`config.mk`:
```
export PLATFORM = sky130hd
export DESIGN_NAME = gcd_stein_engine
export DESIGN_NICKNAME = d
export VERILOG_FILES = /design/src/rtl/gcd_pkg.sv /design/src/rtl/gcd_stein_step.sv /design/src/rtl/gcd_stein_engine.sv
export SDC_FILE = /design/constraint.sdc
export NUM_CORES = 1
export LEC_CHECK = 0
export BUFFER_PORTS_ARGS = -buffer_cell sky130_fd_sc_hd__buf_2
export CAP_MARGIN = 20
export CELL_PAD_IN_SITES_DETAIL_PLACEMENT = 0
export CELL_PAD_IN_SITES_GLOBAL_PLACEMENT = 1
export CORE_MARGIN = 5
export CORE_UTILIZATION = 40
export CTS_CLUSTER_DIAMETER = 30
export CTS_CLUSTER_SIZE = 30
export DETAILED_ROUTE_END_ITERATION = 8
export PLACE_DENSITY = 0.75
export SYNTH_ARGS = -nofsm -noshare
export SYNTH_HDL_FRONTEND = slang
export SYNTH_HIERARCHICAL = 1
export SYNTH_SLANG_ARGS = --single-unit
```
`constraint.sdc`:
```
create_clock -name clk -period 3.8 [get_ports clk]
set_clock_uncertainty 0.05 [all_clocks]
set_input_delay 0.95 -clock clk [delete_from_list [all_inputs] [get_ports clk]]
set_output_delay 0.95 -clock clk [all_outputs]
set_load 0.005 [all_outputs]
```
`src/rtl/gcd_pkg.sv`:
```
// Shared definitions for the binary (Stein) GCD engine: FSM states, counter sizing
// and the step-kind codes used to classify REDUCE steps.
package gcd_pkg;

    typedef enum logic [1:0] {
        IDLE   = 2'd0,
        REDUCE = 2'd1,
        OUT    = 2'd2
    } gcd_state_t;

    // Enough bits to count 2*width REDUCE cycles without saturating.
    function automatic int cnt_width(input int width);
        return $clog2(2 * width + 1);
    endfunction

    localparam int STEP_EQUAL     = 0;
    localparam int STEP_BOTH_EVEN = 1;
    localparam int STEP_X_EVEN    = 2;
    localparam int STEP_Y_EVEN    = 3;
    localparam int STEP_X_GT      = 4;
    localparam int STEP_Y_GT      = 5;
    localparam int NUM_STEP_KINDS = 6;

endpackage

```
`src/rtl/gcd_stein_step.sv`:
```
// Combinational single step of the Stein reduction: given (x, y, k) produce the
// next (x, y, k) and flag termination when x equals y.
module gcd_stein_step
    import gcd_pkg::*;
#(
    parameter int WIDTH = 8,
    parameter int KW    = $clog2(WIDTH + 1)
) (
    input  logic [WIDTH-1:0] x,
    input  logic [WIDTH-1:0] y,
    input  logic [KW-1:0]    k,
    output logic [WIDTH-1:0] x_next,
    output logic [WIDTH-1:0] y_next,
    output logic [KW-1:0]    k_next,
    output logic             equal
);

    logic [WIDTH-1:0] diff;

    always_comb begin
        x_next = x;
        y_next = y;
        k_next = k;
        equal  = (x == y);
        // Larger minus smaller, so the subtraction never wraps.
        diff   = (x > y) ? (x - y) : (y - x);

        if (!equal) begin
            if (!x[0] && !y[0]) begin
                x_next = x >> 1;
                y_next = y >> 1;
                k_next = k + KW'(1);
            end else if (!x[0]) begin
                x_next = x >> 1;
            end else if (!y[0]) begin
                y_next = y >> 1;
            end else if (x > y) begin
                x_next = diff >> 1;
            end else begin
                y_next = diff >> 1;
            end
        end
    end

endmodule

```
`src/rtl/gcd_stein_engine.sv`:
```
// Binary GCD engine with valid/ready handshakes, a pass-through tag and
// zero-operand / coprime / cycle-count status on the result.
module gcd_stein_engine
    import gcd_pkg::*;
#(
    parameter  int WIDTH = 8,
    parameter  int TAG_W = 4,
    localparam int CW    = cnt_width(WIDTH)
) (
    input  logic             clk,
    input  logic             rst,
    input  logic             in_valid,
    output logic             in_ready,
    input  logic [WIDTH-1:0] in_a,
    input  logic [WIDTH-1:0] in_b,
    input  logic [TAG_W-1:0] in_tag,
    output logic             out_valid,
    input  logic             out_ready,
    output logic [WIDTH-1:0] out_gcd,
    output logic [TAG_W-1:0] out_tag,
    output logic             out_zero,
    output logic             out_coprime,
    output logic [CW-1:0]    out_cycles,
    output logic             busy
);

    localparam int KW = $clog2(WIDTH + 1);

    gcd_state_t       state;
    gcd_state_t       state_next;
    logic [WIDTH-1:0] x;
    logic [WIDTH-1:0] y;
    logic [KW-1:0]    k;
    logic [CW-1:0]    cnt;
    logic [TAG_W-1:0] tag;

    logic [WIDTH-1:0] x_next;
    logic [WIDTH-1:0] y_next;
    logic [KW-1:0]    k_next;
    logic             equal;
    logic             zero_op;
    logic [WIDTH-1:0] zero_gcd;
    logic [WIDTH-1:0] gcd_val;
    logic [CW-1:0]    cnt_inc;

    gcd_stein_step #(
        .WIDTH (WIDTH),
        .KW    (KW)
    ) u_step (
        .x      (x),
        .y      (y),
        .k      (k),
        .x_next (x_next),
        .y_next (y_next),
        .k_next (k_next),
        .equal  (equal)
    );

    assign in_ready  = (state == IDLE);
    assign busy      = (state != IDLE);
    assign out_valid = (state == OUT);
    assign zero_op   = (in_a == '0) || (in_b == '0);
    assign zero_gcd  = in_a | in_b;
    // The common power of two is restored only at the end; it cannot overflow
    // because the result never exceeds the smaller original operand.
    assign gcd_val   = x << k;
    assign cnt_inc   = cnt + CW'(1);

    always_ff @(posedge clk or posedge rst) begin
        if (rst) begin
            state <= IDLE;
        end else begin
            state <= state_next;
        end
    end

    always_comb begin
        state_next = state;
        case (state)
            IDLE:    if (in_valid) state_next = zero_op ? OUT : REDUCE;
            REDUCE:  if (equal) state_next = OUT;
            OUT:     if (out_ready) state_next = IDLE;
            default: state_next = IDLE;
        endcase
    end

    // Result fields change only on entry to OUT so they hold across backpressure
    // and between results.
    always_ff @(posedge clk or posedge rst) begin
        if (rst) begin
            x           <= '0;
            y           <= '0;
            k           <= '0;
            cnt         <= '0;
            tag         <= '0;
            out_gcd     <= '0;
            out_tag     <= '0;
            out_zero    <= 1'b0;
            out_coprime <= 1'b0;
            out_cycles  <= '0;
        end else begin
            case (state)
                IDLE: begin
                    if (in_valid) begin
                        tag <= in_tag;
                        if (zero_op) begin
                            out_gcd     <= zero_gcd;
                            out_tag     <= in_tag;
                            out_zero    <= 1'b1;
                            out_coprime <= (zero_gcd == WIDTH'(1));
                            out_cycles  <= '0;
                        end else begin
                            x   <= in_a;
                            y   <= in_b;
                            k   <= '0;
                            cnt <= '0;
                        end
                    end
                end
                REDUCE: begin
                    cnt <= cnt_inc;
                    if (equal) begin
                        out_gcd     <= gcd_val;
                        out_tag     <= tag;
                        out_zero    <= 1'b0;
                        out_coprime <= (gcd_val == WIDTH'(1));
                        out_cycles  <= cnt_inc;
                    end else begin
                        x <= x_next;
                        y <= y_next;
                        k <= k_next;
                    end
                end
                default: ;
            endcase
        end
    end

endmodule

```
==> impl_metrics.toml <==
[route]
ant_nets = 0
avgRoutedWirePerCell_um = 17.4
wl_mm = 11.1
num_vias = 3566
drt-initial-drc-count = 229
viasPerCell = 5.59
post-route-drc-count = 0
drtPass1Iterations = 5

[clock_tree]
cts_hold_buf = 0
cts-root-buf = "clkbuf_8"
cts.clk_slew.worst_paths_ns = 0.10
cts.sinks = 50
clock_path_buffers = 2
post_cts_buffers = 0
cts_made_buffers = 5
h-tree-depth = 2
clock_latency_ns = 0.31
ctsResizeCount = 0
cts_tree = "yes"

[pwr]
power.density_nw_per_um2 = 1020
power_frac_clock_pct = 8.6
internal-power_w = 0.00243
p_switching_w = 0.00221
seqPwrFrac_pct = 22.6
pwr-share-comb_pct = 68.7
p_leak_nw = 2.16
ir_drop_mv = 0.473
p_sw_share_pct = 47.6

[final_layout]
drive_gt1_share_pct = 23.1
layout.nets = 545
area_growth_pct = 10.7
final_common_cell = "nand2_1"
n_fill_cell = 1028
stdcell_area_sq_um = 4540
layout_common_cells = "77 x nand2_1, 50 x dfrtp_1, 45 x buf_2, 34 x nor2_1, 24 x inv_1"
antennaDiodeCount = 0

[global_route]
antenna_found_initial = 0
grt_usage_pct = 17.8
grt_max_degree = 32
grt_pass1_wl_mm = 18.3
gr-total-overflow = 0
grt_pass1_vias = 3516

[logic_synthesis]
synth_edf_count = 0
seq_area_frac_synth_pct = 30.5
syn_nets = 509
ys.flop_type = "dfrtp_1"
yosys_warnings = 6
yosysUniqueCellTypes = 82
syn_inst = 465
ys_seq_elements = 50
synthArstFlopShare_pct = 100
synth.cell_area_sq_um = 4100
synth_area_per_cell_sq_um = 8.82

[placement]
place_congestion = 0.904
hpwlAfterDp_mm = 8.49
place_area_sq_um = 4420
port_buffers = 45

[timing]
finalMaxSlewViolations = 0
setup_viol = 0
hold_violations = 0
fin_crit_ns = 3.28
worstMarginPinSlew_ns = 0.926
rsz0062_at_grt = "false"
relSlewSlack_pct = 38.2
tns_ns = 0
clock.fmax_mhz = 305
period_share_pct = 86.2

[setup_path]
crit_slowest_cell = "a311oi_2"
path_max_fanout = 19
critPathBufInv = 1
start_kind = "flip-flop"
cp_data_arrival_time_ns = 3.42
crit_required_ns = 3.95
crit_chain = "inv_1 -> ha_1 -> a211oi_1 -> nor2_1 -> a311oi_2 -> o31ai_1 -> a221o_1 -> nand2_1 -> nand2_1 -> mux2_4"
path_class = "reg -> reg"
slowest_delay_ns = 0.80
worstSetupEndpointType = "flip-flop"
cp_top_family = "compound AO/OA/AOI/OAI gates"
crit_top_cell = "nand2_1"

[floorplan]
start_util_pct = 40.3
die_w_um = 111
die_area_sq_um = 12400
pin_count = 46
rows = 37
placeableCoreArea_sq_um = 10200
die_y_um = 111

[job]
maxCapViolations = 0

[outcome]
outcome = "finished clean"

[worst_hold_path]
hold_class = "reg -> reg"
[state kept, by name (all words and copies together) (netlist names)]
name / flops
out_gcd: 8
x: 8
y: 8
cnt: 5
out_cycles: 5
k: 4
out_tag: 4
tag: 4
state: 2
out_coprime: 1
out_zero: 1
[final timing paths]
check / cells after the start / to / slack [ns] / startpoint
min: 1 / out_coprime$_DFFE_PP0P_ / 0.45 / out_coprime$_DFFE_PP0P_
max in group asynchronous: 3 / cnt[3]$_DFFE_PP0P_ / 2.53 / rst
max: 10 / y[2]$_DFFE_PP0P_ / 0.52 / y[5]$_DFFE_PP0P_
max reg2reg: 10 / y[2]$_DFFE_PP0P_ / 0.52 / y[5]$_DFFE_PP0P_
min in group asynchronous: 2 / k[1]$_DFFE_PP0P_ / 0.63 / rst
min reg2reg: 1 / out_coprime$_DFFE_PP0P_ / 0.45 / out_coprime$_DFFE_PP0P_
[kinds of logic after synthesis]
family          count (synthesis)  synth area share (%)
simple gates                  183                  22.4
compound gates                106                  19.4
buf+inv                        51                  6.13
flops                          50                  30.5
mux                            44                  12.7
fa+ha+maj                      20                  6.47
xor+xnor                       11                  2.35
[worst register-to-register path: cells and delay by family (launching register included)]
family | cells | cell delay, ns
muxes | 1 | 0.25
AOI/OAI and AO/OA | 4 | 1.66
adders and majority gates | 1 | 0.49
and+or+nand+nor | 3 | 0.21
DFF | 1 | 0.45
buffers and inverters | 1 | 0.07
[Yosys cell counts (all sizes together) (5+ instances only)]
cell,count,area [sq um]
a21oi,8,40.0
inv,26,100
a22o,5,43.8
mux2,32,398
mux2i,12,124
o21ai,22,110
nor2b,8,57.6
xnor2,7,61.3
nand2b,8,50.1
buf,13,105
and2,6,37.5
o211ai,6,45.0
nand2,78,295
o22ai,6,37.5
nor3,6,30.0
nor2,36,154
clkbuf,11,42.5
a31oi,9,56.3
a211oi,6,45.0
nor4,7,62.6
nand3,11,55.1
dfrtp,50,1250
ha,18,225
[stage by stage]
step           util [%]  total power (W)  setup WS, ns  instances  hold WS (ns)
6_report           44.6          0.00463         0.525        638         0.449
3_5_place_dp       43.4          0.00422         0.565        630         0.425
5_1_grt            44.6          0.00507         0.249        638         0.482
4_1_cts            44.6          0.00463         0.540        638         0.453
2_1_floorplan         -          0.00352          1.06        465         0.429
3_3_place_gp       43.2          0.00420         0.581        629         0.423
[per-layer routing]
| layer | share of wire [%] | global-route usage (%) | wire length [um] | up-vias |
|---|---|---|---|---|
| met2 | 47 | 29.2 | 5220 | 84 |
| met5 | 0 | 0 | 0 | - |
| met4 | 2.9 | 6.49 | 318 | 0 |
| li1 | - | - | - | 1738 |
| met3 | 3.6 | 2.24 | 398 | 20 |
| met1 | 47 | 24.0 | 5170 | 1724 |
[layout make-up]
type / count / area, sq um / area share [%]
Clock buffer: 5 / 68.8 / 1.52
Inverter: 27 / 104 / 2.29
Sequential cell: 50 / 1250 / 27.6
Timing Repair Buffer: 53 / 298 / 6.56
Tap cell: 136 / 170 / 3.75
Clock inverter: 3 / 48.8 / 1.07
Multi-Input combinational cell: 364 / 2600 / 57.3
[power groups by stage]
stage	Combinational [W]	Clock (W)	Sequential (W)
after floorplan	0.00253	0	0.000987
after global placement	0.00315	0	0.00105
after detailed placement	0.00316	0	0.00106
after CTS	0.00318	0.000413	0.00105
after global routing	0.00354	0.000438	0.00109
final	0.00318	0.000401	0.00105
Power figures use the tool's default switching activity.
